$ cat src/rtl/power_sched_if.sv
// Request/response bundle for the shared exponentiation engine: two requesters,
// one result port and a busy indicator.
interface power_sched_if #(
  parameter int unsigned IN_W  = 10,
  parameter int unsigned OUT_W = 12
);
  logic             req0_valid;
  logic [IN_W-1:0]  req0_base;
  logic [IN_W-1:0]  req0_exp;
  logic             req0_ready;
  logic             req1_valid;
  logic [IN_W-1:0]  req1_base;
  logic [IN_W-1:0]  req1_exp;
  logic             req1_ready;
  logic             rsp_valid;
  logic             rsp_id;
  logic [OUT_W-1:0] rsp_result;
  logic             rsp_ovf;
  logic             rsp_ready;
  logic             busy;

  modport master (
    output req0_valid, req0_base, req0_exp, req1_valid, req1_base, req1_exp, rsp_ready,
    input  req0_ready, req1_ready, rsp_valid, rsp_id, rsp_result, rsp_ovf, busy
  );

  modport slave (
    input  req0_valid, req0_base, req0_exp, req1_valid, req1_base, req1_exp, rsp_ready,
    output req0_ready, req1_ready, rsp_valid, rsp_id, rsp_result, rsp_ovf, busy
  );
endinterface

$ cat src/rtl/power_sched.sv
// Square-and-multiply base^exp mod 2^OUT_W, one exponent bit per clock, shared
// by two requesters through a round-robin front end. Flags true overflow.
module power_sched #(
  parameter int unsigned IN_W  = 10,
  parameter int unsigned OUT_W = 12
) (
  input  logic         clk,
  input  logic         rst,
  power_sched_if.slave bus
);
  localparam int unsigned PW = 2 * OUT_W;

  typedef enum logic [1:0] {IDLE, RUN, DONE} state_t;

  state_t           r_state;
  logic [OUT_W-1:0] r_acc;
  logic [OUT_W-1:0] r_b;
  logic [IN_W-1:0]  r_e;
  logic             r_ovf;
  logic             r_bovf;
  logic             r_id;
  logic             r_ptr;
  logic             r_rsp_valid;
  logic             r_busy;

  logic             w_gnt0;
  logic             w_gnt1;
  logic [IN_W-1:0]  w_base;
  logic [IN_W-1:0]  w_exp;
  logic [PW-1:0]    w_mul;
  logic [PW-1:0]    w_sq;
  logic [IN_W-1:0]  w_e_nx;

  // A lone valid requester wins regardless of the pointer.
  assign w_gnt0 = !rst && (r_state == IDLE) && bus.req0_valid && (!bus.req1_valid || !r_ptr);
  assign w_gnt1 = !rst && (r_state == IDLE) && bus.req1_valid && (!bus.req0_valid || r_ptr);
  assign w_base = w_gnt1 ? bus.req1_base : bus.req0_base;
  assign w_exp  = w_gnt1 ? bus.req1_exp  : bus.req0_exp;
  assign w_mul  = PW'(r_acc) * PW'(r_b);
  assign w_sq   = PW'(r_b) * PW'(r_b);
  assign w_e_nx = r_e >> 1;

  assign bus.req0_ready = w_gnt0;
  assign bus.req1_ready = w_gnt1;
  assign bus.rsp_valid  = r_rsp_valid;
  assign bus.rsp_id     = r_id;
  assign bus.rsp_result = r_acc;
  assign bus.rsp_ovf    = r_ovf;
  assign bus.busy       = r_busy;

  always_ff @(posedge clk or posedge rst) begin
    if (rst) begin
      r_state     <= IDLE;
      r_acc       <= '0;
      r_b         <= '0;
      r_e         <= '0;
      r_ovf       <= 1'b0;
      r_bovf      <= 1'b0;
      r_id        <= 1'b0;
      r_ptr       <= 1'b0;
      r_rsp_valid <= 1'b0;
      r_busy      <= 1'b0;
    end else begin
      case (r_state)
        IDLE: begin
          if (w_gnt0 || w_gnt1) begin
            r_b     <= OUT_W'(w_base);
            r_e     <= w_exp;
            r_acc   <= OUT_W'(1);
            r_ovf   <= 1'b0;
            r_bovf  <= 1'b0;
            r_id    <= w_gnt1;
            r_ptr   <= ~w_gnt1;
            r_busy  <= 1'b1;
            r_state <= (w_exp != '0) ? RUN : DONE;
          end
        end
        RUN: begin
          // A base that already overflowed poisons every product it enters.
          if (r_e[0]) begin
            r_acc <= w_mul[OUT_W-1:0];
            if ((|w_mul[PW-1:OUT_W]) || r_bovf) r_ovf <= 1'b1;
          end
          r_b <= w_sq[OUT_W-1:0];
          if (|w_sq[PW-1:OUT_W]) r_bovf <= 1'b1;
          r_e <= w_e_nx;
          if (w_e_nx == '0) r_state <= DONE;
        end
        DONE: begin
          // First DONE cycle raises rsp_valid; the handshake returns to IDLE.
          if (!r_rsp_valid) begin
            r_rsp_valid <= 1'b1;
          end else if (bus.rsp_ready) begin
            r_rsp_valid <= 1'b0;
            r_busy      <= 1'b0;
            r_state     <= IDLE;
          end
        end
        default: r_state <= IDLE;
      endcase
    end
  end
endmodule

$ cat src/flat_wrapper.sv
// flat-port wrapper written by rule: the top's interface ports become plain ports
module power_sched_flat 
#(
  parameter int unsigned IN_W  = 10,
  parameter int unsigned OUT_W = 12
)
  (clk, rst, bus_req0_valid, bus_req0_base, bus_req0_exp, bus_req1_valid, bus_req1_base, bus_req1_exp, bus_rsp_ready, bus_req0_ready, bus_req1_ready, bus_rsp_valid, bus_rsp_id, bus_rsp_result, bus_rsp_ovf, bus_busy);
  power_sched_if #(.IN_W(IN_W), .OUT_W(OUT_W)) bus_i ();
  input  logic clk;
  input  logic rst;
  input wire logic [$bits(bus_i.req0_valid)-1:0] bus_req0_valid;
  input wire logic [$bits(bus_i.req0_base)-1:0] bus_req0_base;
  input wire logic [$bits(bus_i.req0_exp)-1:0] bus_req0_exp;
  input wire logic [$bits(bus_i.req1_valid)-1:0] bus_req1_valid;
  input wire logic [$bits(bus_i.req1_base)-1:0] bus_req1_base;
  input wire logic [$bits(bus_i.req1_exp)-1:0] bus_req1_exp;
  input wire logic [$bits(bus_i.rsp_ready)-1:0] bus_rsp_ready;
  output wire logic [$bits(bus_i.req0_ready)-1:0] bus_req0_ready;
  output wire logic [$bits(bus_i.req1_ready)-1:0] bus_req1_ready;
  output wire logic [$bits(bus_i.rsp_valid)-1:0] bus_rsp_valid;
  output wire logic [$bits(bus_i.rsp_id)-1:0] bus_rsp_id;
  output wire logic [$bits(bus_i.rsp_result)-1:0] bus_rsp_result;
  output wire logic [$bits(bus_i.rsp_ovf)-1:0] bus_rsp_ovf;
  output wire logic [$bits(bus_i.busy)-1:0] bus_busy;
  assign bus_i.req0_valid = bus_req0_valid;
  assign bus_i.req0_base = bus_req0_base;
  assign bus_i.req0_exp = bus_req0_exp;
  assign bus_i.req1_valid = bus_req1_valid;
  assign bus_i.req1_base = bus_req1_base;
  assign bus_i.req1_exp = bus_req1_exp;
  assign bus_i.rsp_ready = bus_rsp_ready;
  assign bus_req0_ready = bus_i.req0_ready;
  assign bus_req1_ready = bus_i.req1_ready;
  assign bus_rsp_valid = bus_i.rsp_valid;
  assign bus_rsp_id = bus_i.rsp_id;
  assign bus_rsp_result = bus_i.rsp_result;
  assign bus_rsp_ovf = bus_i.rsp_ovf;
  assign bus_busy = bus_i.busy;
  power_sched #(.IN_W(IN_W), .OUT_W(OUT_W)) u_core (.clk(clk), .rst(rst), .bus(bus_i));
endmodule
$ cat config.mk
export PLATFORM = sky130hd
export DESIGN_NAME = power_sched_flat
export DESIGN_NICKNAME = d
export VERILOG_FILES = /design/src/rtl/power_sched_if.sv /design/src/rtl/power_sched.sv /design/src/flat_wrapper.sv
export SDC_FILE = /design/constraint.sdc
export NUM_CORES = 1
export LEC_CHECK = 0
export CAP_MARGIN = 20
export CORE_MARGIN = 2
export CORE_UTILIZATION = 50
export CTS_BUF_LIST = sky130_fd_sc_hd__clkbuf_8
export DETAILED_ROUTE_END_ITERATION = 16
export PLACE_DENSITY = 0.69
export REMOVE_ABC_BUFFERS = 1
export SLEW_MARGIN = 20
export SYNTH_ARGS = -nofsm -noshare
export SYNTH_HDL_FRONTEND = slang
export SYNTH_SLANG_ARGS = --single-unit
$ cat constraint.sdc
create_clock -name clk -period 7.6 [get_ports clk]
set_input_delay 1.14 -clock clk [delete_from_list [all_inputs] [get_ports clk]]
set_output_delay 1.14 -clock clk [all_outputs]
set_load 0.02 [all_outputs]
==> results_dict.tcl <==
set metrics [dict create \
    fin_tns_setup_ns 0 \
    drive_gt1_share_pct 3.19 \
    synthCells 1239 \
    ys_seq_area_share_pct 9.78 \
    r2r_start "u_core.r_b[5]" \
    worst_pin_slew_ns 1.00 \
    area_delta_synth_final_pct 7.80 \
    antenna_found_initial 0 \
    synth.most_common_cell "inv_1" \
    required_ns 7.80 \
    cp_cell_sequence "inv_1 > nor2_1 > fa_1 > inv_1 > fa_1 > fa_1 > fa_1 > fa_1 > inv_1 > ha_1 > and3_4 > a221o_1 > a31oi_2 > o21bai_2 > a21oi_2 > mux2i_1 > nor4_2 > a31oi_1" \
    hold_viol 0 \
    ys_async_sr_fraction_pct 100 \
    critical_path.top_delay_family "adder cells" \
    whs_path_depth 2 \
    fmax_mhz 172 \
    clockBufferDepth 2 \
    dr.pass1.iters 6 \
    wl_um 24100 \
    grt_pass1_vias 8691 \
    synth_area_leaders "fa_1 (33%), ha_1 (14%), dfrtp_1 (9.8%), inv_1 (8.7%), nand2_1 (6.3%)" \
    reg2reg_to "u_core.r_bovf" \
    routed_via_density 5.51 \
    drt_iter0_drc 437 \
    synth_cell_type_count 81 \
    hold_path_class "reg2reg" \
    grt_usage_pct 22.6 \
    finalWorstPathRequiredPeriod_ns 5.82 \
    skew_ns 0.00547 \
    rows 53 \
    r2r.worst_path.cells 18 \
    critPathKind "reg2reg" \
    postCtsResizedCells 0 \
    synth-edff-count 0 \
    ff2ff_setup_slack_ns 1.78 \
    rsz0062_at_grt "no" \
    critPathArrivalTime_ns 6.02 \
    start_kind "flop" \
    hold_start "u_core.bus.busy" \
    cp_slowest_stage_delay_ns 0.94 \
    coreArea_mm2 0.0211 \
    cts.sinks 42 \
    postRouteAntennaNets 0 \
    place.gp.congestion 0.896 \
    met2_usage_pct 41.8 \
    wire_per_inst_um 15.7 \
    yosys.area.top_type "fa_1" \
    die_w_um 151 \
    synth-main-ff-cell "dfrtp_1" \
    grt_pass1_wl_um 41800 \
    grt-ovfl-total 0 \
    finalCoreUtilization_pct 54.9 \
    numCtsBuffers 5 \
    worst_setup_path_end_kind "flop" \
    dieHeight_um 151 \
    num_antenna_cells 0 \
    tritoncts "done" \
    vias 8423 \
    dpl-instance-area_mm2 0.0115 \
    finalCritPeriodShare_pct 76.6 \
    critPathMostFrequentCell "fa_1" \
    drv_slew 0 \
    cts_root_buf "clkbuf_8" \
    cts_max_level 2 \
    synth-seq-cells 42 \
    maxCapViolCount 0 \
    grt_max_degree 43 \
    ctsHoldBuffers 0 \
    nets 1593 \
    synth_area_mm2 0.0107 \
    grt_use_met3_pct 1.79 \
    crit_buf_inv 3 \
    dp.final_hpwl_um 18800 \
    die_area_mm2 0.0227 \
    port_buffers 62 \
    grt.busiest_layer "met2" \
    finalSetupViolCount 0 \
    clkLatencyLatePin_ns 0.31 \
    relSlewSlack_pct 33.3 \
    pin_count 63 \
    drc 0 \
    start_util_pct 51.0 \
    grtUsageMet1_pct 29.8 \
    design_area_mm2 0.0116 \
    critPathSlowestCell "dfrtp_1" \
    clkTransAtPathRegs_ns 0.10 \
    yosysWarnings 0 \
    synth_top_area_share_pct 33.2 \
    worstPathMaxFanout 26 \
    post-cts-setup-buffers 0 \
    status "complete, no violations" \
    hold_path_end "u_core.bus.busy" \
    synthTopCellsByCount "inv_1 (248), nand2_1 (179), fa_1 (178)" \
    syn_avg_cell_area_um2 8.68 \
]
[tightest hold or removal path: stages (launching register included)]
cell and delay (ns):
dfrtp_1 0.36, nand2_1 0.05, nand2_1 0.05
[sequential cells by signal (all words and copies together), names as in the netlist]
signal	flops
u_core.bus.rsp_valid	1
u_core.bus.rsp_id	1
u_core.bus.busy	1
u_core.r_e	10
u_core.r_ptr	1
u_core.bus.rsp_ovf	1
u_core.r_state	2
u_core.bus.rsp_result	12
u_core.r_b	12
u_core.r_bovf	1
[worst max path at each step]
stage | endpoint | depth (start not counted) | slack (ns) | from
2_1_floorplan | u_core.r_bovf | 18 | 2.34 | u_core.r_b[5]
3_3_place_gp | u_core.r_bovf | 18 | 1.91 | u_core.r_b[5]
3_5_place_dp | u_core.r_bovf | 18 | 1.81 | u_core.r_b[5]
4_1_cts | u_core.r_bovf | 18 | 1.77 | u_core.r_b[5]
5_1_grt | u_core.r_bovf | 18 | 1.44 | u_core.r_b[5]
6_report | u_core.r_bovf | 18 | 1.78 | u_core.r_b[5]
[metal layers]
metal  wire (µm)  vias up
li1            -     3932
met1       10400     4258
met2       12200      212
met3        1240       21
met4         267        0
met5           0        -
[kinds of logic (layout without fill, tap and decap cells)]
group | count (synthesis) | count (layout) | synth area share [%]
flip-flops | 42 | 42 | 9.78
multiplexers | 21 | 21 | 1.99
AND/OR/NAND/NOR | 381 | 381 | 17.5
adder cells (fa/ha/maj) | 295 | 295 | 46.8
buffers and inverters | 308 | 323 | 11.0
XOR/XNOR | 25 | 25 | 2.17
AO/OA/AOI/OAI | 167 | 167 | 10.8
[final cells by class]
type                       count  area, µm²
fill                        1967       9500
timing repair buffer          66        651
clock inverter                 3       23.8
sequential                    42       1050
inverter                     249        936
tap                          275        344
multi-input combinational    889       8510
clock buffer                   5       68.8
[metrics by stage]
| step | instances | hold slack (ns) | setup WS (ns) |
|---|---|---|---|
| 6_report | 1529 | 0.493 | 1.78 |
| 5_1_grt | 1529 | 0.532 | 1.44 |
| 4_1_cts | 1529 | 0.499 | 1.77 |
| 3_5_place_dp | 1521 | 0.473 | 1.81 |
| 3_3_place_gp | 1521 | 0.463 | 1.91 |
| 2_1_floorplan | 1180 | 0.473 | 2.34 |
[layout by cell type (no fill, tap or decap), types with 5 or more instances in the layout]
| cell type | Yosys | layout |
|---|---|---|
| ha_1 | 117 | 117 |
| a31oi_1 | 11 | 11 |
| xnor2_1 | 12 | 12 |
| fa_1 | 178 | 178 |
| xor2_1 | 12 | 12 |
| a22oi_1 | 9 | 9 |
| nand3_1 | 17 | 17 |
| a21o_1 | 9 | 9 |
| dfrtp_1 | 42 | 42 |
| clkbuf_8 | 2 | 5 |
| a221o_1 | 5 | 5 |
| a21oi_1 | 28 | 28 |
| nor4_1 | 5 | 5 |
| nand2b_1 | 9 | 9 |
| nor2b_1 | 11 | 10 |
| o21ai_0 | 44 | 44 |
| mux2i_1 | 18 | 18 |
| inv_1 | 248 | 247 |
| nor2_1 | 31 | 31 |
| o21a_1 | 8 | 8 |
| and3_1 | 5 | 5 |
| clkdlybuf4s50_1 | 0 | 62 |
| nor3_1 | 5 | 5 |
| nand2_1 | 179 | 179 |
| and2_1 | 94 | 94 |
Power is not shown: default switching activity piles up to over one toggle a cycle in this logic, so the estimate is an artifact.
